**src/rtl/cordic_request_arbiter.sv**
```systemverilog
// Round-robin arbiter sharing one fixed-latency CORDIC core between two requesters.
// Optional per-channel accept counters are built when CHORD_ARB_STATS_EN is defined.
module cordic_request_arbiter #(
  parameter int DATA_WIDTH   = 16,
  parameter int PIPE_LATENCY = 8,
  parameter int CNT_WIDTH    = 4
) (
  input  logic                         clk,
  input  logic                         rst,
  input  logic                         req0_valid,
  output logic                         req0_ready,
  input  logic signed [DATA_WIDTH-1:0] req0_x,
  input  logic signed [DATA_WIDTH-1:0] req0_y,
  input  logic signed [DATA_WIDTH-1:0] req0_degree,
  input  logic                         req0_arctan_en,
  input  logic                         req1_valid,
  output logic                         req1_ready,
  input  logic signed [DATA_WIDTH-1:0] req1_x,
  input  logic signed [DATA_WIDTH-1:0] req1_y,
  input  logic signed [DATA_WIDTH-1:0] req1_degree,
  input  logic                         req1_arctan_en,
  output logic                         core_valid_in,
  output logic signed [DATA_WIDTH-1:0] core_x,
  output logic signed [DATA_WIDTH-1:0] core_y,
  output logic signed [DATA_WIDTH-1:0] core_degree,
  output logic                         core_arctan_en,
  input  logic                         core_valid_out,
  input  logic [31:0]                  core_data_out,
  output logic                         rsp0_valid,
  output logic [31:0]                  rsp0_data,
  output logic                         rsp1_valid,
  output logic [31:0]                  rsp1_data,
  input  logic                         flush_req,
  output logic                         flush_done,
  output logic                         busy,
  output logic                         tag_err
`ifdef CHORD_ARB_STATS_EN
  ,
  output logic [15:0]                  stat_issue0,
  output logic [15:0]                  stat_issue1
`endif
);

  localparam int TAIL = PIPE_LATENCY - 1;

  typedef enum logic [1:0] {IDLE, DRAIN, DONE} state_t;

  state_t                  state, state_nxt;
  logic                    rr_ptr;
  logic                    grant0, grant1, xfer, contested;
  logic [CNT_WIDTH-1:0]    inflight;
  logic                    own_p0;
  logic [PIPE_LATENCY-1:0] tag_vld, tag_own;
  logic                    tail_vld, tail_own, hit;

  always_comb begin
    state_nxt = state;
    grant0    = 1'b0;
    grant1    = 1'b0;
    case (state)
      IDLE: begin
        // A rising flush takes priority over any grant in the same cycle.
        if (flush_req) begin
          state_nxt = DRAIN;
        end else if (req0_valid && req1_valid) begin
          grant0 = ~rr_ptr;
          grant1 = rr_ptr;
        end else begin
          grant0 = req0_valid;
          grant1 = req1_valid;
        end
      end
      DRAIN:   if (inflight == '0) state_nxt = DONE;
      DONE:    if (!flush_req) state_nxt = IDLE;
      default: state_nxt = IDLE;
    endcase
  end

  assign req0_ready = grant0 & ~rst;
  assign req1_ready = grant1 & ~rst;
  assign xfer       = req0_ready | req1_ready;
  assign contested  = xfer & req0_valid & req1_valid;
  assign flush_done = (state == DONE) & flush_req;
  assign busy       = (inflight != '0);
  assign tail_vld   = tag_vld[TAIL];
  assign tail_own   = tag_own[TAIL];
  assign hit        = core_valid_out & tail_vld;

  // Control: FSM, round-robin pointer, in-flight count.
  always_ff @(posedge clk or posedge rst) begin
    if (rst) begin
      state    <= IDLE;
      rr_ptr   <= 1'b0;
      inflight <= '0;
    end else begin
      state <= state_nxt;
      if (contested) rr_ptr <= ~rr_ptr;
      case ({xfer, tail_vld})
        2'b10:   inflight <= inflight + CNT_WIDTH'(1);
        2'b01:   inflight <= inflight - CNT_WIDTH'(1);
        default: inflight <= inflight;
      endcase
    end
  end

  // Stage p0: operands registered toward the core.
  always_ff @(posedge clk or posedge rst) begin
    if (rst) begin
      core_valid_in  <= 1'b0;
      core_x         <= '0;
      core_y         <= '0;
      core_degree    <= '0;
      core_arctan_en <= 1'b0;
      own_p0         <= 1'b0;
    end else begin
      core_valid_in <= xfer;
      if (xfer) begin
        core_x         <= req1_ready ? req1_x         : req0_x;
        core_y         <= req1_ready ? req1_y         : req0_y;
        core_degree    <= req1_ready ? req1_degree    : req0_degree;
        core_arctan_en <= req1_ready ? req1_arctan_en : req0_arctan_en;
        own_p0         <= req1_ready;
      end
    end
  end

  // Tag pipe: tail stage lines up with core_valid_out.
  always_ff @(posedge clk or posedge rst) begin
    if (rst) begin
      tag_vld <= '0;
      tag_own <= '0;
    end else begin
      for (int i = PIPE_LATENCY - 1; i > 0; i--) begin
        tag_vld[i] <= tag_vld[i-1];
        tag_own[i] <= tag_own[i-1];
      end
      tag_vld[0] <= core_valid_in;
      tag_own[0] <= own_p0;
    end
  end

  // Response stage: route the core result to its owner.
  always_ff @(posedge clk or posedge rst) begin
    if (rst) begin
      rsp0_valid <= 1'b0;
      rsp0_data  <= '0;
      rsp1_valid <= 1'b0;
      rsp1_data  <= '0;
      tag_err    <= 1'b0;
    end else begin
      rsp0_valid <= hit & ~tail_own;
      rsp1_valid <= hit & tail_own;
      if (hit && !tail_own) rsp0_data <= core_data_out;
      if (hit && tail_own)  rsp1_data <= core_data_out;
      if (core_valid_out != tail_vld) tag_err <= 1'b1;
    end
  end

`ifdef CHORD_ARB_STATS_EN
  function automatic logic [15:0] sat_inc(input logic [15:0] v);
    return (v == 16'hFFFF) ? v : v + 16'd1;
  endfunction

  always_ff @(posedge clk or posedge rst) begin
    if (rst) begin
      stat_issue0 <= '0;
      stat_issue1 <= '0;
    end else if (state == DONE) begin
      stat_issue0 <= '0;
      stat_issue1 <= '0;
    end else begin
      if (req0_ready) stat_issue0 <= sat_inc(stat_issue0);
      if (req1_ready) stat_issue1 <= sat_inc(stat_issue1);
    end
  end
`endif

endmodule
```
**config.mk**
```make
export PLATFORM = sky130hd
export DESIGN_NAME = cordic_request_arbiter
export DESIGN_NICKNAME = d
export VERILOG_FILES = /design/src/rtl/cordic_request_arbiter.sv
export SDC_FILE = /design/constraint.sdc
export NUM_CORES = 1
export LEC_CHECK = 0
export BUFFER_PORTS_ARGS = -buffer_cell sky130_fd_sc_hd__buf_4
export CAP_MARGIN = 10
export CORE_ASPECT_RATIO = 1.2
export CORE_MARGIN = 5
export CORE_UTILIZATION = 48
export DETAILED_ROUTE_END_ITERATION = 10
export GPL_ROUTABILITY_DRIVEN = 0
export PLACE_DENSITY_LB_ADDON = 0.1
export SYNTH_ARGS = -nofsm -noshare
export SYNTH_HDL_FRONTEND = slang
export SYNTH_SLANG_ARGS = --single-unit
```
**constraint.sdc**
```tcl
create_clock -name clk -period 6.4 [get_ports clk]
set_input_delay 1.28 -clock clk [delete_from_list [all_inputs] [get_ports clk]]
set_output_delay 1.28 -clock clk [all_outputs]
set_load 0.05 [all_outputs]
```
# Yosys cells after proc, flatten, opt, wreduce, memory -nomap -nowiden
# Cells that the tools add are included.
totals:
  output_inout_bits: 121
  ff_bits: 141
  wordCells: 62
  input_bits: 136
op_classes:
  add_sub_neg: 2
  bitwise: 12
  n_eq_ne: 8
  reduce_logical: 9
  n_mux: 15
op_table:
  columns: ["operator", "count"]
  rows:
  - ["16-bit 2-to-1 mux", 3]
  - ["1-bit AND", 8]
  - ["4-bit one-hot mux with 2 select lines", 1]
  - ["1-bit 2-to-1 mux", 7]
  - ["2-bit 2-to-1 mux", 3]
  - ["2-bit inequality test, second input constant", 3]
  - ["2-bit one-hot mux with 3 select lines", 1]
  - ["4-bit by 1-bit adder with 4-bit output, second input constant", 1]
  - ["2-bit by 1-bit == test with 1-bit output, second input constant", 2]
  - ["2-bit == test, second input constant", 2]
  - ["4-bit logical NOT", 1]
  - ["4-bit nonzero test", 1]
  - ["4-bit by 1-bit subtractor with 4-bit output, second input constant", 1]
  - ["1-bit logical AND", 3]
  - ["1-bit inverter", 3]
  - ["3-bit AND reduction", 1]
  - ["2-bit logical NOT", 1]
  - ["2-bit nonzero test", 1]
  - ["1-bit logical NOT", 1]
  - ["1-bit inequality test", 1]
  - ["1-bit OR", 1]

# Longest topological paths before layout
# Gate-level depths: netlist of run 1.
depth:
  word_depth: 8
  ltp_mapped: 7

# Least setup slack after synthesis of run 1
# OpenSTA, ideal clock, no wires.
synth_timing:
  kind: "in2out"
  from: "input rst"
  to: "output req1_ready"
  arrival_time_ns: 2.486
  path_stages: 2
  t_required_ns: 5.120
  slack_ns: 2.634
  path_cell_list: "or4_1 > nor3_2"
synth_between:
  elab_chain_cells: 2
synth_lines:
  columns: ["element", "line_no", "text"]
  rows:
  - ["start: declaration", "9", "input logic rst,"]
  - ["1-bit inverter", "80", "assign req1_ready = grant1 & ~rst;"]
  - ["1-bit AND", "80", null]
  - ["end: declaration", "17", "output logic req1_ready,"]
# Every way passes these cells.

# Worst setup path in the final report of run 1
# Same ends and word-level chain as after synthesis.

==> run metrics, run 1 <==
outcome finished clean; clock tree from TritonCTS done; DP HPWL 11.4 mm; Mapped Nets 532; Filler cells 874; TritonCTS Buffers 17; Die ar. 0.0148 mm²; required time at the endpoint of the critical path 5.12 ns; category of the critical setup timing path primary input to output port; final hold violation count 0; horizontal extent of the die 112 µm; routed via count 4371; post-synthesis register bit count 141; worst-case clock buffer depth 2; async set-reset flop share out of synthesis 100%; number of global-route vias before repair 4605; chain of cells forming the critical path buf_4, or4_1, nor3_2, buf_4; Starting Density 49.1%; CP peak stage delay 0.52 ns; Tot Pwr 5.19 mW; maximum number of pins on one net before global-route repair 77; row cnt 44; Most Frequent Cell on Critical Path sky130_fd_sc_hd__buf_4; clock latency on the worst-skew pair 0.41 ns; startpoint of the worst-slack reg-to-reg timing path state[0]$_DFFE_PP0P_; mean instance size in the synthesized netlist 15.3 µm²; total core area 0.0122 mm²; Detailed Routing Iterations Pass 1 4; cell class contributing the biggest share of worst-path delay simple AND/OR/NAND/NOR gates; CP Launch Type primary input; time the final worst path needs with I/O delays and setup 3.69 ns; Clock Pin Slew Worst Setup and Hold Paths 0.06 ns; Post-synth EDFFs 0; die height 132 µm; antenna violations before repair 0; Vias/cell 5.38; sequential cell area in the final layout 0.00353 mm²; number of buffers added for setup after CTS 0; hold path startpoint tag_own[6]$_DFF_PP0_; f_max 0.271 GHz; number of max-cap violations 0; Static Leak 4.11 nW; sequential cell area fraction in the yosys report 59.0%; final WL 15.6 mm; total of cells resized after clock tree synthesis 0; unique cell type count in the Yosys netlist 39; slowest cell on the critical path sky130_fd_sc_hd__or4_1; drt wl/cell 19.2 µm; count of boundary I/O pins 257; post-route clock skew 0.00686 ns; worst hold slack across all endpoints 0.349 ns; summed negative setup slack over all endpoints 0 ns; Critical Path Start rst; path class of the lowest-slack min-delay path flip-flop to flip-flop; number of buffers and inverters on the critical path 2; cell count after synthesis 391; Setup crit end kind output port; Cell Area, Synth 0.00598 mm²; global-route wire length before repair 24.7 mm; endpoints failing setup 0; CTS hold repair buffers 0; DRC violation count after routing 0; Synth Warn # 0; total overflow reported by the global router 0; number of nets with antenna violations after detailed routing 0; net count of the finished layout 779; number of sinks handled by clock tree synthesis 141; worst slew margin relative to its limit 29.3%; number of port buffers 256; commonest cells in the synthesized netlist sky130_fd_sc_hd__dfrtp_1, sky130_fd_sc_hd__mux2_2, sky130_fd_sc_hd__a2bb2oi_2, sky130_fd_sc_hd__o32ai_1, sky130_fd_sc_hd__clkbuf_1; count of final max-slew check failures 0; footprint of the multi-input gates 0.00223 mm²; largest fanout of any net on the critical path 3; share of cells above drive strength 1 63.1%; primary flip-flop cell chosen by synthesis mapping sky130_fd_sc_hd__dfrtp_1; RSZ-0062 raised after global routing false; drt initial violations 140; largest area contributor in the synthesized netlist sky130_fd_sc_hd__dfrtp_1; final worst path period share 57.6%; most numerous cell in the Yosys netlist sky130_fd_sc_hd__dfrtp_1; root buf cell sky130_fd_sc_hd__clkbuf_16; GRT Total Usage 20.9%; CTS H-tree depth 4; power per standard cell area 603 mW/mm²; worst voltage drop across the vdd grid 0.296 mV; layout overhead on the synthesized area 43.9%; placed standard-cell area 0.00799 mm²; top cells by area, synth sky130_fd_sc_hd__dfrtp_1, sky130_fd_sc_hd__a2bb2oi_2, sky130_fd_sc_hd__mux2_2; Data arrival, critical path 2.41 ns; area fraction of the dominant cell type after synthesis 59.0%; total inserted antenna cells 0; Slew @ Worst Pin 1.06 ns; post-route design area 0.00861 mm²
[placed cells by master (no fill, tap or decap), drive strengths merged]
| master | instances |
|---|---|
| nor3 | 1 |
| fa | 1 |
| clkbuf | 20 |
| a2bb2oi | 49 |
| or2 | 1 |
| nor4 | 2 |
| or4 | 1 |
| o311ai | 1 |
| nor2b | 1 |
| dfrtp | 141 |
| nand2b | 1 |
| a21o | 1 |
| clkinv | 5 |
| mux2i | 1 |
| bufinv | 4 |
| nand3 | 3 |
| a211oi | 1 |
| o211ai | 1 |
| o32ai | 49 |
| buf | 263 |
| mux2 | 65 |
| a2111o | 1 |
| a21oi | 2 |
| ha | 4 |
| a21bo | 1 |
| o21ai | 2 |
| xor2 | 1 |
| nand2 | 4 |
| nor2 | 3 |
| xnor2 | 2 |
| clkinvlp | 1 |
| nor3b | 3 |
| or4b | 1 |
| inv | 13 |
| a31o | 1 |
[layer usage]
layer  wire length, µm  up-vias  global-route usage [%]
li1                  -     2002                       -
met1              6000     2162                    24.7
met2              8040      197                    36.6
met3              1380       10                    6.75
met4               172        0                    5.95
met5                 0        -                       0
[sequential cells by signal, summed over array words and instances (netlist names), 2 cells and up]
register,cells
tag_own,8
state,2
rsp1_data,32
core_degree,16
tag_vld,8
core_y,16
core_x,16
rsp0_data,32
inflight,4
[final timing paths]
kind / to / depth (start not counted) / slack, ns
min in group asynchronous: core_valid_in$_DFF_PP0_ / 2 / 0.96
worst min register to register: tag_own[7]$_DFF_PP0_ / 0 / 0.35
worst max register to register: inflight[3]$_DFFE_PP0P_ / 7 / 3.86
worst min-delay path: tag_own[7]$_DFF_PP0_ / 0 / 0.35
worst max-delay path: req1_ready / 4 / 2.71
max in group asynchronous: core_x[13]$_DFFE_PP0P_ / 3 / 4.05
[stage by stage]
step           util, %  worst slack [ns]  cells
2_1_floorplan        -              1.34    391
3_3_place_gp      65.6              2.73    780
3_5_place_dp      65.6              2.71    780
4_1_cts           70.7              2.70    812
5_1_grt           70.7              2.66    812
6_report          70.7              2.71    812
[power by group]
group,switching [mW],internal (mW),leakage [nW],total (mW)
Clock,0.371,0.657,0.300,1.03
Combinational,1.70,0.918,2.08,2.62
Sequential,0.256,1.29,1.74,1.54
[cell type report]
cell class	count	share of cell area (%)
Clock buffer	20	5.07
Clock inverter	12	2.15
Inverter	11	0.552
Multi-Input combinational cell	204	25.9
Sequential cell	141	41.0
Tap cell	161	2.34
Timing Repair Buffer	263	22.9
[logic make-up after synthesis]
logic type                 share of synthesized area, %
buffers and inverters                              3.77
and+or+nand+nor                                    2.30
xor gates and xnor gates                          0.440
adders and majority gates                          1.17
AOI/OAI and AO/OA                                  20.9
DFF                                                59.0
muxes                                              12.4
No activity file was read; power rests on OpenSTA's default activity.
==> run 2: changes to the inputs <==
--- a/config.mk
+++ b/config.mk
@@ -9,7 +9,7 @@
 export CAP_MARGIN = 10
 export CORE_ASPECT_RATIO = 1.2
 export CORE_MARGIN = 5
-export CORE_UTILIZATION = 48
+export CORE_UTILIZATION = 43
 export DETAILED_ROUTE_END_ITERATION = 10
 export GPL_ROUTABILITY_DRIVEN = 0
 export PLACE_DENSITY_LB_ADDON = 0.1
==> constraint.sdc (replaced) <==
create_clock -name clk -period 3.28 [get_ports clk]
set_input_delay 0.656 -clock clk [delete_from_list [all_inputs] [get_ports clk]]
set_output_delay 0.656 -clock clk [all_outputs]
set_load 0.05 [all_outputs]
==> run 2 against run 1 <==
  * Die area is 11% higher
  * Hold slack got worse by 0.0021 ns
  * Flip-flop and latch count unchanged
  * Critical path depth is 1 lower
  * Sequential power is 94% higher
  * Cell count grew 1.2%
  * Worst setup slack worse by 2.1 ns
  * Clock skew is 0.00063 ns higher
  * Critical path type is now flip-flop to output port
==> run metrics, run 2 (synthesis results as in run 1) <==
total of cells resized after clock tree synthesis 0; row cnt 47; time the final worst path needs with I/O delays and setup 2.71 ns; final WL 15.6 mm; horizontal extent of the die 118 µm; Filler cells 1067; net count of the finished layout 780; global routing's busiest layer met2; total overflow reported by the global router 0; count of boundary I/O pins 257; antenna violations before repair 0; Critical Path Start rr_ptr$_DFFE_PP0P_; Clock Pin Slew Worst Setup and Hold Paths 0.06 ns; drt initial violations 210; worst voltage drop across the vdd grid 0.711 mV; Vias/cell 5.32; global-route met3 utilization 7.30%; global-route wire length before repair 25.1 mm; GRT Total Usage 19.1%; summed negative setup slack over all endpoints 0 ns; root buf cell sky130_fd_sc_hd__clkbuf_16; R2R depth 7; path class of the lowest-slack min-delay path flip-flop to flip-flop; category of the critical setup timing path flip-flop to output port; CTS H-tree depth 4; CP peak stage delay 0.88 ns; total inserted antenna cells 0; Final Worst Setup Slack 0.566 ns; number of global-route vias before repair 4820; drt wl/cell 19.0 µm; chain of cells forming the critical path nor2b_4, nor3_2, buf_4; sink of the worst hold path tag_vld[7]$_DFF_PP0_; global routing met2 resource utilization 32.1%; clock tree from TritonCTS done; total core area 0.0137 mm²; Detailed Routing Iterations Pass 1 4; routed via count 4377; dpl ws 0.534 ns; number of sinks handled by clock tree synthesis 141; slowest cell on the critical path sky130_fd_sc_hd__nor2b_4; power per standard cell area 1150 mW/mm²; number of buffers added for setup after CTS 0; TritonCTS Buffers 17; number of nets with antenna violations after detailed routing 0; leading registers by flop count rsp0_data (32), rsp1_data (32); required time at the endpoint of the critical path 2.62 ns; DP HPWL 11.3 mm; largest fanout of any net on the critical path 50; number of port buffers 256; CP Launch Type flip-flop; number of buffers and inverters on the critical path 1; Starting Density 43.6%; clock latency on the worst-skew pair 0.41 ns; final worst path period share 82.7%; hold path startpoint tag_vld[6]$_DFF_PP0_; share of cells above drive strength 1 63.4%; maximum number of pins on one net before global-route repair 69; Die ar. 0.0164 mm²; Crit Reg-Reg Endpoint inflight[3]$_DFFE_PP0P_; endpoints failing setup 0; Slew @ Worst Pin 1.11 ns; count of final max-slew check failures 0; met1 usage 22.5%; final hold violation count 0; CTS hold repair buffers 0; Data arrival, critical path 2.06 ns; Setup crit end kind output port; RSZ-0062 raised after global routing false; startpoint of the worst-slack reg-to-reg timing path state[0]$_DFFE_PP0P_; layout overhead on the synthesized area 43.7%; Hold Path Stages 0; worst slew margin relative to its limit 25.5%; reg2reg setup slack 0.78 ns; die height 139 µm; f_max 0.369 GHz; worst-case clock buffer depth 2; most common library cell in the layout ignoring fill and taps sky130_fd_sc_hd__buf_4; cell class contributing the biggest share of worst-path delay simple AND/OR/NAND/NOR gates; outcome finished clean; leading cell types in the layout, fill and taps excluded sky130_fd_sc_hd__buf_4, sky130_fd_sc_hd__dfrtp_1, sky130_fd_sc_hd__mux2_2; number of max-cap violations 0; Static Leak 4.10 nW; DRC violation count after routing 0; post-route clock skew 0.00749 ns
==> run 2: cell types whose count changed in the layout (fill, tap and decap cells not counted), moves of 2 or more <==
cell                         previous run  this run
sky130_fd_sc_hd__buf_4                263       261
sky130_fd_sc_hd__clkinv_2               2         5
sky130_fd_sc_hd__clkbuf_1               3         1
sky130_fd_sc_hd__inv_6                  4         1
sky130_fd_sc_hd__bufinv_16              4         1
sky130_fd_sc_hd__clkinvlp_4             1         3
sky130_fd_sc_hd__buf_12                 0         3
==> run 2: how the worst max path moves through the flow <==
stage / depth (start not counted) / to
after floorplan: 7 / inflight[3]$_DFFE_PP0P_
after global placement: 8 / inflight[3]$_DFFE_PP0P_
after detailed placement: 8 / inflight[3]$_DFFE_PP0P_
after CTS: 3 / req1_ready
after global routing: 3 / req1_ready
final: 3 / req1_ready
==> run 2: layout make-up <==
class	count	area [µm²]	share of cell area (%)
Multi-Input combinational cell	204	2230	26.0
Tap cell	171	214	2.49
Inverter	11	46.3	0.539
Sequential cell	141	3530	41.1
Clock inverter	13	120	1.40
Timing Repair Buffer	264	2020	23.5
Clock buffer	18	429	5.00
==> run 2: per-stage QoR <==
step | total power [mW] | cells | utilization [%] | hold slack (ns) | area, µm²
floorplan | 6.53 | 391 | - | 0.331 | 5980
global placement | 8.07 | 791 | 58.7 | 0.334 | 8040
detailed placement | 8.17 | 791 | 58.7 | 0.335 | 8040
CTS | 9.96 | 822 | 62.7 | 0.348 | 8590
global route | 10.3 | 822 | 62.7 | 0.354 | 8590
finish | 9.86 | 822 | 62.7 | 0.347 | 8590
==> run 2: power by group <==
part	total, mW	internal (mW)	switching, mW	leakage (nW)
combinational	5.09	1.78	3.31	2.09
clock	1.77	1.04	0.726	0.268
sequential	2.99	2.51	0.485	1.74
==> run 2: layer usage <==
layer  vias up  routed length, µm
met4         0                275
met3        26               1320
met2       193               7850
met1      2150               6140
met5         -                  0
li1       2008                  -
==> run 3: changes to the inputs <==
--- a/config.mk
+++ b/config.mk
@@ -9,7 +9,7 @@
 export CAP_MARGIN = 10
 export CORE_ASPECT_RATIO = 1.2
 export CORE_MARGIN = 5
-export CORE_UTILIZATION = 43
+export CORE_UTILIZATION = 48
 export DETAILED_ROUTE_END_ITERATION = 10
 export GPL_ROUTABILITY_DRIVEN = 0
 export PLACE_DENSITY_LB_ADDON = 0.1
==> constraint.sdc (replaced) <==
create_clock -name clk -period 2.5 [get_ports clk]
set_input_delay 0.5 -clock clk [delete_from_list [all_inputs] [get_ports clk]]
set_output_delay 0.5 -clock clk [all_outputs]
set_load 0.05 [all_outputs]
==> run 3 against run 2 <==
  * First-iteration DRC count shrank 23%
  * Via count grew 1.2%
  * Utilization grew 9.2 points
  * Critical path type unchanged
  * Critical endpoint unchanged
  * Largest cell class unchanged
  * Highest routed layer unchanged
==> run metrics, run 3 (synthesis results as in run 1) <==
drt wl/cell 19.8 µm; TritonCTS Buffers 17; CTS H-tree depth 4; number of global-route vias before repair 4782; net switching power figure 5.99 mW; Clock Pin Slew Worst Setup and Hold Paths 0.06 ns; post-layout instance count excluding filler cells 819; total inserted antenna cells 0; Die ar. 0.0148 mm²; clock latency on the worst-skew pair 0.41 ns; power share of the combinational group 50.1%; Starting Density 49.1%; worst-case clock buffer depth 2; routed via count 4428; fraction of power consumed by sequential logic 29.4%; count of final max-slew check failures 0; Final Core Density 71.9%; worst slew margin relative to its limit 19.2%; required time at the endpoint of the critical path 2.00 ns; share of cells above drive strength 1 64.1%; final worst path period share 96.3%; cell-internal power 7.47 mW; number of placed instances, taps included 787; drt initial violations 162; reg2reg setup slack 0.11 ns; row cnt 44; final hold violation count 0; number of port buffers 256; CP Launch Type flip-flop; CTS hold repair buffers 0; number of nets with antenna violations after detailed routing 0; category of the critical setup timing path flip-flop to output port; Setup crit end kind output port; largest fanout of any net on the critical path 6; leading cell types in the layout, fill and taps excluded sky130_fd_sc_hd__buf_4, sky130_fd_sc_hd__dfrtp_1, sky130_fd_sc_hd__mux2_2; number of buffers added for setup after CTS 0; post-route clock skew 0.0147 ns; global-route wire length before repair 25.8 mm; Static Leak 4.17 nW; root buf cell sky130_fd_sc_hd__clkbuf_16; final WL 16.2 mm; Detailed Routing Iterations Pass 1 4; Data arrival, critical path 1.91 ns; die height 132 µm; time the final worst path needs with I/O delays and setup 2.41 ns; most common library cell in the layout ignoring fill and taps sky130_fd_sc_hd__buf_4; number of max-cap violations 0; total overflow reported by the global router 0; maximum number of pins on one net before global-route repair 52; worst voltage drop across the vdd grid 0.782 mV; endpoints failing setup 0; leading registers by flop count rsp0_data (32), rsp1_data (32); clock tree from TritonCTS done; outcome finished clean; power per standard cell area 1540 mW/mm²; DP HPWL 11.7 mm; f_max 0.415 GHz; path class of the lowest-slack min-delay path primary input to asynchronous set/reset pin; Slew @ Worst Pin 1.21 ns; total core area 0.0122 mm²; antenna violations before repair 0; net count of the finished layout 787; Vias/cell 5.41; GRT Total Usage 22.2%; switch share 44.5%; horizontal extent of the die 112 µm; number of sinks handled by clock tree synthesis 141; count of boundary I/O pins 257; RSZ-0062 raised after global routing false; DRC violation count after routing 0; clock network power share 20.5%; layout overhead on the synthesized area 46.3%
[run 3: cell type report]
cell class              count  area, µm²
clock buffers              19        443
clock inverters            12        209
fillers                   876       3420
inverters                  11       46.3
multi-input cells         205       2240
flip-flops and latches    141       3530
well taps                 161        201
repair buffers            270       2080
[run 3: worst max-delay path, cell delays in order, from the launching register on]
cell,delay [ns]
sky130_fd_sc_hd__dfrtp_2,0.45
sky130_fd_sc_hd__or4_1,0.59
sky130_fd_sc_hd__nor3_2,0.22
sky130_fd_sc_hd__buf_4,0.23
[run 3: path summary, 6_finish.rpt]
path | startpoint | end | depth (start not counted)
min | rst | core_x[8]$_DFFE_PP0P_ | 2
min reg2reg | tag_vld[6]$_DFF_PP0_ | tag_vld[7]$_DFF_PP0_ | 0
min in group clk | core_data_out[30] | rsp0_data[30]$_DFFE_PP0P_ | 2
max | state[0]$_DFFE_PP0P_ | req1_ready | 3
max reg2reg | state[1]$_DFFE_PP0P_ | inflight[3]$_DFFE_PP0P_ | 7
max in group asynchronous | rst | rsp0_data[10]$_DFFE_PP0P_ | 3
[run 3: power groups by stage]
stage               registers, mW  clock network (mW)  logic (mW)
floorplan                    6.96                   0        1.61
global placement             3.93                   0        6.69
finish                       3.95                2.75        6.74
global route                 4.08                2.90        7.02
CTS                          3.96                2.81        6.81
detailed placement           3.97                   0        6.78
[run 3: per-stage QoR]
step / total power [mW] / TNS, ns / setup slack, ns / hold WS (ns) / cell area, µm²
2_1_floorplan: 8.57 / 0 / 0.106 / 0.331 / 5980
3_3_place_gp: 10.6 / 0 / 0.102 / 0.336 / 8090
3_5_place_dp: 10.8 / -0.0534 / -0.0534 / 0.335 / 8090
4_1_cts: 13.6 / 0 / 0.0218 / 0.226 / 8750
5_1_grt: 14.0 / 0 / 0.00840 / 0.264 / 8750
6_report: 13.5 / 0 / 0.0920 / 0.224 / 8750
[run 3: routing by layer]
| metal | up-vias | routed length [µm] | track usage (%) |
|---|---|---|---|
| met4 | 0 | 231 | 6.49 |
| li1 | 2021 | - | - |
| met3 | 16 | 1330 | 6.84 |
| met1 | 2192 | 6380 | 26.9 |
| met2 | 199 | 8270 | 38.0 |
| met5 | - | 0 | 0 |
[run 3: repair_timing]
| action | 4_1_cts | 5_1_grt |
|---|---|---|
| gates cloned | 1 | 0 |
| resized for setup | 2 | 1 |
| endpoints found under the setup margin | 2 | 1 |
| pin swaps | 0 | 1 |
